### src/rtl/lbist_pkg.sv
// Shared types and sizing helpers for the LBIST signature controller.
package lbist_pkg;

    localparam int STATE_W = 3;

    typedef enum logic [STATE_W-1:0] {
        ST_IDLE    = 3'd0,
        ST_SEED    = 3'd1,
        ST_SHIFT   = 3'd2,
        ST_CAPTURE = 3'd3,
        ST_COMPARE = 3'd4,
        ST_DONE    = 3'd5
    } lbist_state_t;

    // Counter width able to hold 0..n-1, never narrower than one bit.
    function automatic int cnt_w(input int n);
        return (n > 1) ? $clog2(n) : 1;
    endfunction

endpackage

### src/rtl/lbist_cnt.sv
// Up-counter from 0 that stops at TC; tc flags the terminal count.
module lbist_cnt #(
    parameter int TC = 0,
    parameter int W  = 1
) (
    input  logic         clk,
    input  logic         rst_n,
    input  logic         load,
    input  logic         en,
    output logic [W-1:0] cnt,
    output logic         tc
);

    logic [W-1:0] r_cnt;

    always_ff @(posedge clk or negedge rst_n) begin
        if (!rst_n) begin
            r_cnt <= '0;
        end else if (load) begin
            r_cnt <= '0;
        end else if (en && !tc) begin
            r_cnt <= r_cnt + W'(1);
        end
    end

    assign cnt = r_cnt;
    assign tc  = (r_cnt == W'(TC));

endmodule

### src/rtl/lbist_sig_ctrl.sv
// LBIST run sequencer: seeds the MISR, alternates shift/capture windows and checks the signature.
// Define LBIST_SIG_DUMP_EN to expose the latched signature (sig_q) and live pattern index (pat_cnt).
module lbist_sig_ctrl
    import lbist_pkg::*;
#(
    parameter int               SCAN_LEN           = 35,
    parameter int               N_PATTERNS         = 1024,
    parameter int               SIG_W              = 240,
    parameter logic [SIG_W-1:0] EXPECTED_SIGNATURE = '0
) (
    input  logic             clk,
    input  logic             rst_n,
    input  logic             start,
    input  logic             abort,
    input  logic [SIG_W-1:0] sig,
    output logic             misr_rst_n,
    output logic             misr_en,
    output logic             scan_en,
    output logic             busy,
    output logic             done,
`ifdef LBIST_SIG_DUMP_EN
    output logic             pass,
    output logic [SIG_W-1:0] sig_q,
    output logic [cnt_w(N_PATTERNS)-1:0] pat_cnt
`else
    output logic             pass
`endif
);

    localparam int SHIFT_W = cnt_w(SCAN_LEN);
    localparam int PAT_W   = cnt_w(N_PATTERNS);

    lbist_state_t r_state;
    lbist_state_t w_state_next;

    logic               r_unload;
    logic               r_first_win;
    logic               r_misr_rst_n;
    logic               r_misr_en;
    logic               r_scan_en;
    logic               r_busy;
    logic               r_done;
    logic               r_pass;

    logic               w_shift_load;
    logic               w_shift_en;
    logic               w_shift_tc;
    logic [SHIFT_W-1:0] w_shift_cnt;
    logic               w_pat_load;
    logic               w_pat_en;
    logic               w_pat_tc;
    logic [PAT_W-1:0]   w_pat_cnt;
    logic               w_misr_en_next;
    logic               w_busy_next;

    always_comb begin
        w_state_next = r_state;
        if (abort) begin
            w_state_next = ST_IDLE;
        end else begin
            case (r_state)
                ST_IDLE:    if (start) w_state_next = ST_SEED;
                ST_SEED:    w_state_next = ST_SHIFT;
                ST_SHIFT:   if (w_shift_tc) w_state_next = r_unload ? ST_COMPARE : ST_CAPTURE;
                ST_CAPTURE: w_state_next = ST_SHIFT;
                ST_COMPARE: w_state_next = ST_DONE;
                ST_DONE:    if (start) w_state_next = ST_SEED;
                default:    w_state_next = ST_IDLE;
            endcase
        end
    end

    assign w_shift_load = (w_state_next == ST_SHIFT) && (r_state != ST_SHIFT);
    assign w_shift_en   = (r_state == ST_SHIFT);
    assign w_pat_load   = (w_state_next == ST_SEED);
    assign w_pat_en     = (r_state == ST_CAPTURE);

    lbist_cnt #(
        .TC (SCAN_LEN - 1),
        .W  (SHIFT_W)
    ) u_shift_cnt (
        .clk   (clk),
        .rst_n (rst_n),
        .load  (w_shift_load),
        .en    (w_shift_en),
        .cnt   (w_shift_cnt),
        .tc    (w_shift_tc)
    );

    lbist_cnt #(
        .TC (N_PATTERNS - 1),
        .W  (PAT_W)
    ) u_pat_cnt (
        .clk   (clk),
        .rst_n (rst_n),
        .load  (w_pat_load),
        .en    (w_pat_en),
        .cnt   (w_pat_cnt),
        .tc    (w_pat_tc)
    );

    // The first window only loads the chains, so its unload data is not compacted.
    assign w_misr_en_next = (w_state_next == ST_SHIFT) && !(r_first_win && (r_state != ST_CAPTURE));
    assign w_busy_next    = (w_state_next == ST_SEED)    || (w_state_next == ST_SHIFT) ||
                            (w_state_next == ST_CAPTURE) || (w_state_next == ST_COMPARE);

    always_ff @(posedge clk or negedge rst_n) begin
        if (!rst_n) begin
            r_state     <= ST_IDLE;
            r_unload    <= 1'b0;
            r_first_win <= 1'b0;
        end else begin
            r_state <= w_state_next;
            if (w_state_next == ST_SEED) begin
                r_unload    <= 1'b0;
                r_first_win <= 1'b1;
            end else if (r_state == ST_CAPTURE) begin
                r_first_win <= 1'b0;
                if (w_pat_tc) begin
                    r_unload <= 1'b1;
                end
            end
        end
    end

    // Outputs are decoded from the next state so they line up with the state they describe.
    always_ff @(posedge clk or negedge rst_n) begin
        if (!rst_n) begin
            r_misr_rst_n <= 1'b1;
            r_misr_en    <= 1'b0;
            r_scan_en    <= 1'b0;
            r_busy       <= 1'b0;
            r_done       <= 1'b0;
            r_pass       <= 1'b0;
        end else begin
            r_misr_rst_n <= (w_state_next != ST_SEED);
            r_misr_en    <= w_misr_en_next;
            r_scan_en    <= (w_state_next == ST_SHIFT);
            r_busy       <= w_busy_next;
            r_done       <= (w_state_next == ST_DONE);
            if (w_state_next != ST_DONE) begin
                r_pass <= 1'b0;
            end else if (r_state == ST_COMPARE) begin
                r_pass <= (sig == EXPECTED_SIGNATURE);
            end
        end
    end

    assign misr_rst_n = r_misr_rst_n;
    assign misr_en    = r_misr_en;
    assign scan_en    = r_scan_en;
    assign busy       = r_busy;
    assign done       = r_done;
    assign pass       = r_pass;

`ifdef LBIST_SIG_DUMP_EN
    logic [SIG_W-1:0] r_sig_q;
    logic             w_unused_cnt;

    always_ff @(posedge clk or negedge rst_n) begin
        if (!rst_n) begin
            r_sig_q <= '0;
        end else if (r_state == ST_COMPARE) begin
            r_sig_q <= sig;
        end
    end

    assign sig_q        = r_sig_q;
    assign pat_cnt      = w_pat_cnt;
    assign w_unused_cnt = ^w_shift_cnt;
`else
    logic w_unused_cnt;
    assign w_unused_cnt = ^{w_shift_cnt, w_pat_cnt};
`endif

endmodule

### config.mk
export PLATFORM = sky130hd
export DESIGN_NAME = lbist_sig_ctrl
export DESIGN_NICKNAME = d
export VERILOG_FILES = /design/src/rtl/lbist_pkg.sv /design/src/rtl/lbist_cnt.sv /design/src/rtl/lbist_sig_ctrl.sv
export SDC_FILE = /design/constraint.sdc
export NUM_CORES = 1
export LEC_CHECK = 0
export CAP_MARGIN = 20
export CORE_MARGIN = 4
export CORE_UTILIZATION = 23
export CTS_CLUSTER_DIAMETER = 60
export CTS_CLUSTER_SIZE = 8
export DETAILED_ROUTE_END_ITERATION = 8
export PLACE_DENSITY = 0.88
export SYNTH_ARGS = -nofsm -noshare
export SYNTH_HDL_FRONTEND = slang
export SYNTH_SLANG_ARGS = --single-unit
### constraint.sdc
create_clock -name clk -period 1.65 [get_ports clk]
set_input_delay 0.165 -clock clk [delete_from_list [all_inputs] [get_ports clk]]
set_output_delay 0.165 -clock clk [all_outputs]
set_load 0.01 [all_outputs]
# Yosys cells after proc, flatten, opt, wreduce, memory -nomap -nowiden
# Cells that the tools add are included.
[word_totals]
ff_bits = 27
output_inout_bits = 6
input_bits = 244
wordCells = 66
[classes]
muxes = 16
reduce_logical = 21
n_eq_ne = 16
add_sub_neg = 2
[ops]
columns = ["cell", "count"]
rows = [
  ["240-bit zero test", 1],
  ["10-bit 2-to-1 mux", 2],
  ["3-bit by 2-bit equality test with 1-bit output, second input constant", 4],
  ["3-bit equality test, second input constant", 4],
  ["3-bit 2-to-1 mux", 4],
  ["6-bit 2-to-1 mux", 2],
  ["3-bit one-hot mux with 4 select lines", 1],
  ["10-bit by 1-bit adder with 10-bit output, second input constant", 1],
  ["10-bit equality test, second input constant", 1],
  ["2-bit nonzero test", 5],
  ["1-bit 2-to-1 mux", 7],
  ["6-bit by 1-bit adder with 6-bit output, second input constant", 1],
  ["3-bit by 1-bit equality test with 1-bit output, second input constant", 2],
  ["6-bit equality test, second input constant", 1],
  ["3-bit by 2-bit != test with 1-bit output, second input constant", 2],
  ["1-bit logical AND", 5],
  ["2-bit OR reduction", 2],
  ["1-bit zero test", 3],
  ["3-bit zero test", 1],
  ["1-bit logical OR", 3],
  ["3-bit by 1-bit != test with 1-bit output, second input constant", 1],
  ["3-bit != test, second input constant", 1],
  ["2-bit AND reduction", 1],
]

# Depth between registers and ports, before layout
# Gate-level depths: netlist (run 1).
[depth]
word_depth = 8
mapped_depth = 8
depth_no_buf = 8

# Hierarchy
# Synthesis (run 1) repeated with hierarchy kept, for this count alone.
[unflattened]
hier_cells = 220
hier_area_um2 = 1956.9
[by_module_without_submodules]
columns = ["mod", "n_inst", "cells_per_inst", "seq_area_each_um2", "area_per_inst_um2"]
rows = [
  ["lbist_sig_ctrl", 1, 126, 276.5, 1032.2],
  ["lbist_cnt at u_pat_cnt", 1, 56, 250.2, 565.5],
  ["lbist_cnt at u_shift_cnt", 1, 38, 150.1, 359.1],
]

# Least setup slack after synthesis (run 1)
# No wires, ideal clock.
[synth_timing]
path_kind = "register to register"
startpoint = "reg u_pat_cnt.r_cnt[0], in the netlist u_pat_cnt.cnt[0]"
endpoint = "reg u_pat_cnt.r_cnt[7], in the netlist u_pat_cnt.cnt[7]"
setup_time_ps = 77
setup_slack_ps = -165
synth_period_minus_slack_ps = 1815
path_stages_with_launch = 7
t_arrival_ps = 1737
path_buffers = 0
required_time_ps = 1573
path_cell_list = "dfrtp_1 -> ha_1 -> and3_1 -> a41oi_2 -> nand2_1 -> or3_1 -> a21oi_1"
[synth_between]
elab_chain_cells = 4
elab_cells_between_ends = 7
classes_between = "add/sub (1); eq/ne (1); mux (2); reduce/logical (3)"
[synth_rtl]
columns = ["element", "line_no", "text"]
rows = [
  ["start: declaration", "lbist_cnt.sv:14", "logic [W-1:0] r_cnt;"],
  ["start signal: assignment", "lbist_cnt.sv:22", "r_cnt <= r_cnt + W'(1);"],
  ["branches (longest 4 deep; another with 10-bit by 1-bit adder with 10-bit output)", "--", ""],
]
# Parallel ways; which one is timed is not known. The select of a mux whose other input is x is not followed.
# A chain may end at the register's enable or synchronous reset.

# Worst setup path in the final report (run 1)
[layout_timing]
startpoint = "reg u_shift_cnt.r_cnt[0], in the netlist u_shift_cnt.cnt[0]"
endpoint = "reg r_pass, in the netlist pass"
[layout_between]
elab_chain_cells = 6
elab_cells_between_ends = 7
classes_between = "eq/ne (2); mux (4); reduce/logical (1)"
[layout_rtl]
columns = ["element", "line_no", "text"]
rows = [
  ["start: declaration", "lbist_cnt.sv:14", ""],
  ["start signal: assignment", "lbist_cnt.sv:22", ""],
  ["6-bit equality test (*)", "lbist_cnt.sv:27", "assign tc = (r_cnt == W'(TC));"],
  ["3-bit 2-to-1 mux (*)", "lbist_sig_ctrl.sv:64", "ST_SHIFT: if (w_shift_tc) w_state_next = r_unload ? ST_COMPARE : ST_CAPTURE;"],
  ["3-bit one-hot mux with 4 select lines (*)", "lbist_sig_ctrl.sv:61", "case (r_state)"],
  ["3-bit 2-to-1 mux (*)", "lbist_sig_ctrl.sv:58", "if (abort) begin"],
  ["via w_state_next[2]", "lbist_sig_ctrl.sv:34", "lbist_state_t w_state_next;"],
  ["3-bit != test (*)", "lbist_sig_ctrl.sv:141", "if (w_state_next != ST_DONE) begin"],
  ["1-bit 2-to-1 mux or 2-bit nonzero test (tied branches)", "--", ""],
  ["end signal: assignment", "lbist_sig_ctrl.sv:144", "r_pass <= (sig == EXPECTED_SIGNATURE);"],
  ["end: declaration", "lbist_sig_ctrl.sv:43", "logic r_pass;"],
]
# The timed path passes the listed nets; every way through them passes the cells marked *.

==> results of run 1 <==
## Yosys cell counts, drive strengths merged (2+ instances only)
| master | n | area share |
|---|---|---|
| xor2 | 7 | 0.033 |
| a21oi | 2 | 0.0054 |
| nor2 | 16 | 0.033 |
| o21ai | 8 | 0.024 |
| nand3b | 3 | 0.014 |
| buf | 2 | 0.010 |
| xnor2 | 2 | 0.0095 |
| dfrtp | 26 | 0.35 |
| nand3 | 9 | 0.025 |
| inv | 5 | 0.010 |
| and3 | 6 | 0.021 |
| mux2i | 2 | 0.011 |
| nor3b | 2 | 0.014 |
| ha | 3 | 0.020 |
| nand2 | 10 | 0.020 |
| nor4 | 63 | 0.21 |
| nor3 | 2 | 0.0054 |
| nand4 | 20 | 0.068 |
## power by group through the flow
stage	clock network (µW)	registers, µW	logic (µW)
floorplan	0	780	152
global placement	0	766	905
global route	434	764	1020
finish	395	756	958
CTS	398	756	959
detailed placement	0	768	930
## logic make-up (layout without fill, tap and decap cells)
kind of cell / after synthesis / after routing / synth area share
mux: 3 / 3 / 0.01702
fa+ha+maj: 3 / 3 / 0.02042
flops: 27 / 27 / 0.3683
simple gates: 139 / 139 / 0.4507
compound gates: 18 / 18 / 0.07761
xor+xnor: 9 / 9 / 0.04289
buf+inv: 8 / 293 / 0.02314
## layout make-up
type,instances,area (µm²)
fillers,611,2874
repair buffers,284,2783
multi-input cells,172,1239
flip-flops and latches,27,676.9
well taps,102,127.6
clock buffers,3,41.29
inverters,5,18.77
clock inverters,1,7.507
## stage by stage
stage                     hold slack [ns]  setup WS, ns  area (µm²)  utilization
after CTS                          0.2699       -0.1422        4873       0.6274
after global placement             0.4717       -0.6087        4736       0.6097
final                              0.2530       -0.1560        4893       0.6300
after floorplan                   -0.1306      -0.08170        1876            -
after detailed placement           0.4771       -0.6754        4736       0.6097
after global routing               0.2855       -0.2079        4893       0.6300
## sequential cells by signal, summed over array words and instances (netlist names)
register	cells
u_shift_cnt.cnt	6
misr_en	1
pass	1
scan_en	1
busy	1
r_unload	1
misr_rst_n	1
r_state	3
r_first_win	1
done	1
u_pat_cnt.cnt	10
## timing repair
action / 4_1_cts / 5_1_grt
setup buffers: 2 / 0
setup endpoints to repair: 18 / 25
hold endpoints to repair: 0 / 0
gates resized for setup: 15 / 6
pin swaps: 5 / 2
## routing by layer
layer  track usage  up-vias  routed length, µm
li1              -     1418                  -
met5             0        -                  0
met1        0.2775     1336               4512
met2        0.4507      207               6069
met4       0.07348        0                315
met3       0.06102       20               1154
## worst reg2reg max path: stages, from the launching register on
cell and delay [ns]:
sky130_fd_sc_hd__dfrtp_1 0.39, sky130_fd_sc_hd__inv_1 0.06, sky130_fd_sc_hd__ha_1 0.14, sky130_fd_sc_hd__and4bb_2 0.30
sky130_fd_sc_hd__nand4b_1 0.15, sky130_fd_sc_hd__a221oi_2 0.35, sky130_fd_sc_hd__o21ai_2 0.13, sky130_fd_sc_hd__a311oi_2 0.20
## worst min-delay path by stage
stage	startpoint	to	slack, ns	cells past startpoint
floorplan	rst_n	busy	-0.13	0
global route	rst_n	r_first_win	0.29	2
finish	rst_n	r_first_win	0.25	2
CTS	rst_n	u_pat_cnt.cnt[3]	0.27	2
detailed placement	r_first_win	r_first_win	0.48	2
global placement	r_first_win	r_first_win	0.47	2
==> impl_metrics.tcl, run 1 <==
set metrics [dict create \
    grt_max_degree 28 \
    critPathCaptureType "register" \
    starting_density_of_the_core 0.2366 \
    drt-pass1-iter-count 4 \
    dr.first_iter.drc_count 81 \
    max_slew_margin 0.7447 \
    total_negative_slack_for_setup_checks_ns -1.221 \
    detailroute.via_count 2981 \
    synth_area_um2 1838 \
    critical-path-max-stage-delay_ns 0.39 \
    min_path_type "input port to asynchronous set/reset pin" \
    failed_checks "setup timing" \
    net-switching-power_uw 539.5 \
    grt_setup_unrepaired "true" \
    primary_flip_flop_cell_chosen_by_synthesis_mapping "sky130_fd_sc_hd__dfrtp_1" \
    wire_length_of_the_first_global_routing_pass_um 18070 \
    hold_viol_final 0 \
    crit_path_end "pass" \
    synthDistinctLibCells 43 \
    syn_inst 207 \
    layout_common_cells "248 x sky130_fd_sc_hd__clkdlybuf4s50_1, 57 x sky130_fd_sc_hd__nor4_1, 32 x sky130_fd_sc_hd__buf_4, 26 x sky130_fd_sc_hd__dfrtp_1, 20 x sky130_fd_sc_hd__nand4_1" \
    power.total_uw 2109 \
    max_cap_viol_count 0 \
    die-area_um2 9486 \
    clock_path_buffers 2 \
    peakVddDrop_v 0.0002730 \
    pwr-share-comb 0.454 \
    number_of_slew_limit_violations_in_the_final_report 0 \
    crit_arrival_ns 2.00 \
    critPathKind "register to register" \
    seq_power_share 0.358 \
    power.switching_fraction 0.2558 \
    share_of_synthesized_area_occupied_by_flip_flops_and_latches 0.3683 \
    root_buffer "sky130_fd_sc_hd__clkbuf_8" \
    cell_breakdown_of_the_critical_path "inv_1, ha_1, and4bb_2, nand4b_1, a221oi_2, o21ai_2, a311oi_2" \
    totalWireLength_um 12050 \
    drt_drc_violations_left 0 \
    diodes 0 \
    syn_to_final_growth_pct 166.2 \
    htree_levels 1 \
    timing.critical_path.slowest_stage_cell "sky130_fd_sc_hd__dfrtp_1" \
    core-area_um2 7767 \
    std_cell_rows 32 \
    worst-slew-pin-transition_ns 0.3794 \
    rr_worst_depth 7 \
    die-width_um 97.40 \
    crit-reg2reg-launch "u_shift_cnt.cnt[0]" \
    place_hpwl_um 10870 \
    postSynth.asyncResetShare 1.000 \
    drtAntennaViolNets 0 \
    gpl.final_weighted_congestion 0.9007 \
    tritoncts_clock_tree "built" \
    numCtsBuffers 3 \
    worst_setup_path_start_kind "register" \
    avgRoutedWirePerCell_um 20.29 \
    setup_ws_ns -0.1560 \
    clk_transition_reported_paths_ns 0.10 \
    most_common_cell_after_layout_fill_and_taps_aside "sky130_fd_sc_hd__clkdlybuf4s50_1" \
    r2r_end "pass" \
    worstSkewPairLatency_ns 0.28 \
    place.detailed.instances 588 \
    critical_path.startpoint "u_shift_cnt.cnt[0]" \
    critPathBufInv 1 \
    required_ns 1.84 \
    total_number_of_cells_along_the_worst_setup_path 7 \
    floorplan.io_pins 250 \
    initial_antenna_violation_count 0 \
    globalRouteOverflowTotal 0 \
    via_count_of_the_first_global_routing_pass 3281 \
    max_freq_mhz 553.7 \
    synth-warning-count 0 \
    grt_util_all_layers 0.2453 \
    internal_power_uw 1570 \
    critPathTopFamily "compound AO/OA/AOI/OAI gates" \
    number_of_nets_produced_by_synthesis 454 \
    cts-hold-fix-buffers 0 \
    clock_skew_ns 0.002944 \
    power_density_nw_per_um2 431.1 \
    status "finished with violations" \
    chipHeight_um 97.40 \
    syn_area_per_cell_um2 8.879 \
    setup_violation_total_in_the_final_timing_report 20 \
    numClockSinks 27 \
    vias_per_cell 5.019 \
    time_the_final_worst_path_needs_with_i_o_delays_and_setup_ns 1.806 \
    postSynthRegisterBits 27 \
    crit_fanout 3 \
    final_net_count 740 \
    r2r_setup_slack_ns -0.16 \
    post_route_cells_drive_above_1_share 0.1301 \
    io_buffers 249 \
    final_min_period_over_clock_period 1.095 \
    p_clk_frac 0.187 \
    p_leak_uw 0.001887 \
    synth-edff-count 0 \
    instances_no_fill 594 \
]
Power figures use the tool's default switching activity.
==> run 2, diff against run 1 <==
CTS_BUF_LIST = sky130_fd_sc_hd__clkbuf_2   (was unset)
SKIP_LAST_GASP = 1   (was unset)
==> run 2 against run 1 <==
  * The flow still finishes with violations (setup timing)
  * Sequential power about the same
  * First-iteration DRC count up 84%
  * Sequential share of layout area about the same
  * Maximum frequency down 5.0%
  * Die area unchanged
  * Total power down 5.5%
  * Via count up 1.2%
  * Cell count up 0.51%
  * Count of clock-buffer cells in the layout unchanged
  * Clock power down 32%
  * Wire length up 0.90%
  * Critical endpoint unchanged
==> impl_metrics.tcl, run 2 (synthesized netlist as in run 1, its figures left out) <==
set metrics [dict create \
    critPathCaptureType "register" \
    r2r_end "pass" \
    wire_length_of_the_first_global_routing_pass_um 17970 \
    critPathKind "register to register" \
    fin_hold_ws_ns 0.1165 \
    std_cell_rows 32 \
    numClockSinks 27 \
    min_path_type "input port to asynchronous set/reset pin" \
    crit_arrival_ns 2.21 \
    clock_path_buffers 2 \
    required_ns 1.96 \
    layout_common_cells "248 x sky130_fd_sc_hd__clkdlybuf4s50_1, 61 x sky130_fd_sc_hd__nor4_1, 33 x sky130_fd_sc_hd__buf_4, 26 x sky130_fd_sc_hd__dfrtp_1, 20 x sky130_fd_sc_hd__nand4_1" \
    status "finished with violations" \
    final_min_period_over_clock_period 1.152 \
    grt_util_all_layers 0.2432 \
    core-area_um2 7767 \
    die-width_um 97.40 \
    drt_drc_violations_left 0 \
    die-area_um2 9486 \
    clk_transition_reported_paths_ns 0.27 \
    cell_breakdown_of_the_critical_path "inv_1, ha_1, and4bb_2, buf_4, nand4b_1, a221oi_2, o21ai_2, a311oi_2" \
    root_buffer "sky130_fd_sc_hd__clkbuf_2" \
    drt-pass1-iter-count 4 \
    total_number_of_cells_along_the_worst_setup_path 8 \
    rr_worst_depth 8 \
    setup_ws_ns -0.2512 \
    place_hpwl_um 10870 \
    critical-path-max-stage-delay_ns 0.44 \
    pwr-share-comb 0.485 \
    worst-slew-pin-transition_ns 0.4917 \
    detailroute.via_count 3016 \
    number_of_slew_limit_violations_in_the_final_report 0 \
    setup_violation_total_in_the_final_timing_report 23 \
    io_buffers 249 \
    cts-hold-fix-buffers 0 \
    final_net_count 743 \
    peakVddDrop_v 0.0002132 \
    p_clk_frac 0.135 \
    globalRouteOverflowTotal 0 \
    max_cap_viol_count 0 \
    max_slew_margin 0.6692 \
    crit_fanout 2 \
    totalWireLength_um 12160 \
    failed_checks "setup timing" \
    htree_levels 1 \
    power_density_nw_per_um2 408.4 \
    critical_path.startpoint "u_shift_cnt.cnt[0]" \
    dr.first_iter.drc_count 149 \
    gpl.final_weighted_congestion 0.9007 \
    tritoncts_clock_tree "built" \
    drtAntennaViolNets 0 \
    syn_to_final_growth_pct 165.6 \
    chipHeight_um 97.40 \
    timing.critical_path.slowest_stage_cell "sky130_fd_sc_hd__dfrtp_1" \
    p_leak_uw 0.001885 \
    diodes 0 \
    hold_viol_final 0 \
    avgRoutedWirePerCell_um 20.37 \
    time_the_final_worst_path_needs_with_i_o_delays_and_setup_ns 1.901 \
    worstSkewPairLatency_ns 0.37 \
    power.total_uw 1993 \
    vias_per_cell 5.052 \
    grt_setup_unrepaired "true" \
    via_count_of_the_first_global_routing_pass 3276 \
    largest_register_ffs 10 \
    crit-reg2reg-launch "u_shift_cnt.cnt[0]" \
    internal_power_uw 1463 \
    seq_power_share 0.380 \
    clock_skew_ns 0.001995 \
    critPathBufInv 2 \
    most_common_cell_after_layout_fill_and_taps_aside "sky130_fd_sc_hd__clkdlybuf4s50_1" \
    initial_antenna_violation_count 0 \
    crit_path_end "pass" \
    net-switching-power_uw 530.0 \
    r2r_setup_slack_ns -0.25 \
    critPathTopFamily "compound AO/OA/AOI/OAI gates" \
    max_freq_mhz 526.0 \
    grt_max_degree 28 \
    filler_cell_count 621 \
    floorplan.io_pins 250 \
    starting_density_of_the_core 0.2366 \
    numCtsBuffers 3 \
    worst_setup_path_start_kind "register" \
    post_route_cells_drive_above_1_share 0.1273 \
    power.switching_fraction 0.2659 \
]
[run 2: changes by cell type in the layout (fill, tap and decap cells not counted), moves of 2 or more]
cell	before	now
sky130_fd_sc_hd__nor4_2	4	2
sky130_fd_sc_hd__nor4_1	57	61
sky130_fd_sc_hd__clkbuf_2	0	3
sky130_fd_sc_hd__clkbuf_8	3	0
sky130_fd_sc_hd__nor4_4	2	0
[run 2: worst min path at each step]
stage                             to  slack (ns)  depth (start not counted)
finish              u_pat_cnt.cnt[3]        0.12                          2
global route                    done        0.13                          2
CTS                 u_pat_cnt.cnt[3]        0.11                          2
detailed placement       r_first_win        0.48                          2
global placement         r_first_win        0.47                          2
floorplan                       busy       -0.13                          0
[run 2: repair_timing]
action,4_1_cts,5_1_grt
hold endpoints to repair,0,0
gates resized for setup,7,11
setup buffers,3,1
pin swaps,2,5
setup endpoints to repair,21,25
gates cloned,0,1
[run 2: through the flow]
step	utilization	setup slack (ns)	std cells	cell area [µm²]	setup TNS, ns
2_1_floorplan	-	-0.08170	207	1876	-0.9577
3_3_place_gp	0.6097	-0.6087	588	4736	-0.8014
3_5_place_dp	0.6097	-0.6754	588	4736	-1.413
4_1_cts	0.6184	-0.1492	595	4803	-1.976
5_1_grt	0.6284	-0.3028	597	4881	-5.320
6_report	0.6284	-0.2512	597	4881	-3.874
[run 2: area by class of cell]
class / count / area, µm² / share of cell area
Clock buffer: 3 / 15.01 / 0.003076
Clock inverter: 1 / 7.507 / 0.001538
Inverter: 5 / 18.77 / 0.003845
Multi-Input combinational cell: 172 / 1209 / 0.2476
Sequential cell: 27 / 676.9 / 0.1387
Tap cell: 102 / 127.6 / 0.02615
Timing Repair Buffer: 287 / 2826 / 0.5791
[run 2: metal layers]
layer / part of all wire / global-route usage / vias up
li1: - / - / 1425
met1: 0.37 / 0.2730 / 1360
met4: 0.028 / 0.07668 / 0
met5: 0 / 0 / -
met2: 0.50 / 0.4507 / 210
met3: 0.095 / 0.05599 / 21
[run 2: power by group through the flow]
stage	clock network (µW)	logic, µW	registers, µW
4_1_cts	279	944	757
3_5_place_dp	0	930	768
2_1_floorplan	0	152	780
3_3_place_gp	0	905	766
6_report	269	967	757
5_1_grt	304	1030	766
[run 2: worst register-to-register path: stages (launching register included)]
cell and delay, ns:
sky130_fd_sc_hd__dfrtp_1 0.44, sky130_fd_sc_hd__inv_1 0.06, sky130_fd_sc_hd__ha_1 0.14, sky130_fd_sc_hd__and4bb_2 0.27
sky130_fd_sc_hd__buf_4 0.12, sky130_fd_sc_hd__nand4b_1 0.13, sky130_fd_sc_hd__a221oi_2 0.35, sky130_fd_sc_hd__o21ai_2 0.13
sky130_fd_sc_hd__a311oi_2 0.20
==> run 3, diff against run 2 <==
CORE_ASPECT_RATIO = 0.8   (was unset)
==> run 3 against run 2 <==
  * The flow still finishes with violations (setup timing)
  * Register-to-register slack better by 0.06 ns
  * Total power up 1.9%
  * Wire length down 2.7%
  * Count of clock-buffer cells in the layout unchanged
  * Combinational power up 4%
  * Sequential cell count unchanged
  * Critical path depth unchanged
  * Sequential power about the same
==> impl_metrics.tcl, run 3 (synthesized netlist as in run 1, its figures left out) <==
set metrics [dict create \
    max_cap_viol_count 0 \
    tritoncts_clock_tree "built" \
    io_buffers 249 \
    time_the_final_worst_path_needs_with_i_o_delays_and_setup_ns 1.844 \
    die-width_um 107.9 \
    power_density_nw_per_um2 405.7 \
    max_freq_mhz 542.4 \
    power.switching_fraction 0.2659 \
    cell_breakdown_of_the_critical_path "inv_1, ha_2, and4bb_2, nand2b_1, o31a_1, buf_4, buf_6, and3_4" \
    numCtsBuffers 3 \
    required_ns 1.96 \
    wire_length_of_the_first_global_routing_pass_um 16610 \
    clock_path_buffers 2 \
    hold_viol_final 0 \
    post_route_cells_drive_above_1_share 0.1627 \
    die-area_um2 9494 \
    worst-slew-pin-transition_ns 0.5366 \
    grt_max_degree 28 \
    pwr-share-comb 0.498 \
    critPathCaptureType "register" \
    place_hpwl_um 10600 \
    chipHeight_um 87.96 \
    clock_skew_ns 0.004433 \
    crit-reg2reg-launch "u_shift_cnt.cnt[0]" \
    htree_levels 1 \
    critPathBufInv 3 \
    drt-pass1-iter-count 5 \
    total_negative_slack_for_setup_checks_ns -3.130 \
    placed_cell_area_um2 4742 \
    starting_density_of_the_core 0.2429 \
    fin_util 0.6619 \
    crit_fanout 5 \
    critPathTopFamily "simple AND/OR/NAND/NOR gates" \
    final_net_count 746 \
    drt_drc_violations_left 0 \
    gpl.final_weighted_congestion 0.8962 \
    p_clk_frac 0.129 \
    dr.first_iter.drc_count 71 \
    filler_cell_count 607 \
    internal_power_uw 1492 \
    layout_common_cells "248 x sky130_fd_sc_hd__clkdlybuf4s50_1, 60 x sky130_fd_sc_hd__nor4_1, 38 x sky130_fd_sc_hd__buf_4, 26 x sky130_fd_sc_hd__dfrtp_1, 20 x sky130_fd_sc_hd__nand4_1" \
    min_path_type "input port to asynchronous set/reset pin" \
    worst_setup_path_start_kind "register" \
    detailroute.via_count 2994 \
    vias_per_cell 4.957 \
    p_leak_uw 0.001905 \
    avgRoutedWirePerCell_um 19.59 \
    cts-hold-fix-buffers 0 \
    fin_hold_ws_ns 0.1044 \
    crit_arrival_ns 2.15 \
    number_of_slew_limit_violations_in_the_final_report 0 \
    max_slew_margin 0.6390 \
    core-area_um2 7567 \
    root_buffer "sky130_fd_sc_hd__clkbuf_2" \
    floorplan.io_pins 250 \
    via_count_of_the_first_global_routing_pass 3286 \
    setup_ws_ns -0.1938 \
    critical_path.startpoint "u_shift_cnt.cnt[0]" \
    power.total_uw 2032 \
    most_common_cell_after_layout_fill_and_taps_aside "sky130_fd_sc_hd__clkdlybuf4s50_1" \
    largest_register_ffs 10 \
    net-switching-power_uw 540.3 \
    seq_power_share 0.373 \
    status "finished with violations" \
    clk_transition_reported_paths_ns 0.26 \
    worstSkewPairLatency_ns 0.37 \
    drtAntennaViolNets 0 \
    setup_violation_total_in_the_final_timing_report 20 \
    grt_setup_unrepaired "true" \
    syn_to_final_growth_pct 172.5 \
    failed_checks "setup timing" \
    grt_util_all_layers 0.2316 \
    timing.critical_path.slowest_stage_cell "sky130_fd_sc_hd__dfrtp_1" \
    critical-path-max-stage-delay_ns 0.44 \
    peakVddDrop_v 0.0002779 \
    initial_antenna_violation_count 1 \
    globalRouteOverflowTotal 0 \
    numClockSinks 27 \
    std_cell_rows 28 \
    totalWireLength_um 11830 \
    final_min_period_over_clock_period 1.117 \
    critPathKind "register to register" \
    non_filler_cell_area_final_um2 5009 \
]
## run 3: through the flow
| step | std cells | setup slack [ns] |
|---|---|---|
| finish | 604 | -0.1938 |
| global route | 604 | -0.2891 |
| CTS | 600 | -0.1697 |
| detailed placement | 593 | -0.8396 |
| global placement | 593 | -0.8383 |
| floorplan | 207 | -0.08170 |
## run 3: final cells by class
cell class	count	area (µm²)	share of cell area
clock inverter	1	7.507	0.001499
timing repair buffer	290	2836	0.5663
clock buffer	3	15.01	0.002998
inverter	5	21.27	0.004247
multi-input combinational	172	1318	0.2631
sequential	27	676.9	0.1351
antenna	1	2.502	0.0004996
tap	105	131.4	0.02623
## run 3: path summary, 6_finish.rpt
kind / end / slack, ns / cells past startpoint
max: misr_en / -0.19 / 8
min: u_pat_cnt.cnt[6] / 0.10 / 2
max reg2reg: misr_en / -0.19 / 8
min reg2reg: r_first_win / 0.52 / 2
max in group asynchronous: misr_rst_n / 1.25 / 2
min in group clk: r_first_win / 0.52 / 2
## run 3: power by group through the flow
stage | clock network (µW) | logic [µW] | registers [µW]
floorplan | 0 | 152 | 780
global placement | 0 | 895 | 765
detailed placement | 0 | 923 | 772
CTS | 259 | 944 | 761
global route | 288 | 1080 | 766
finish | 261 | 1010 | 759
## run 3: layer usage
metal	vias to the layer above	part of all wire	global-route usage
met4	0	0.027	0.08830
met5	-	0	0
met3	24	0.058	0.03316
li1	1434	-	-
met1	1406	0.34	0.2388
met2	130	0.57	0.4707
## run 3: timing repair
item,4_1_cts,5_1_grt
setup buffers,3,3
cloned,0,1
endpoints found under the setup margin,20,27
pin swaps,3,12
resized for setup,9,35
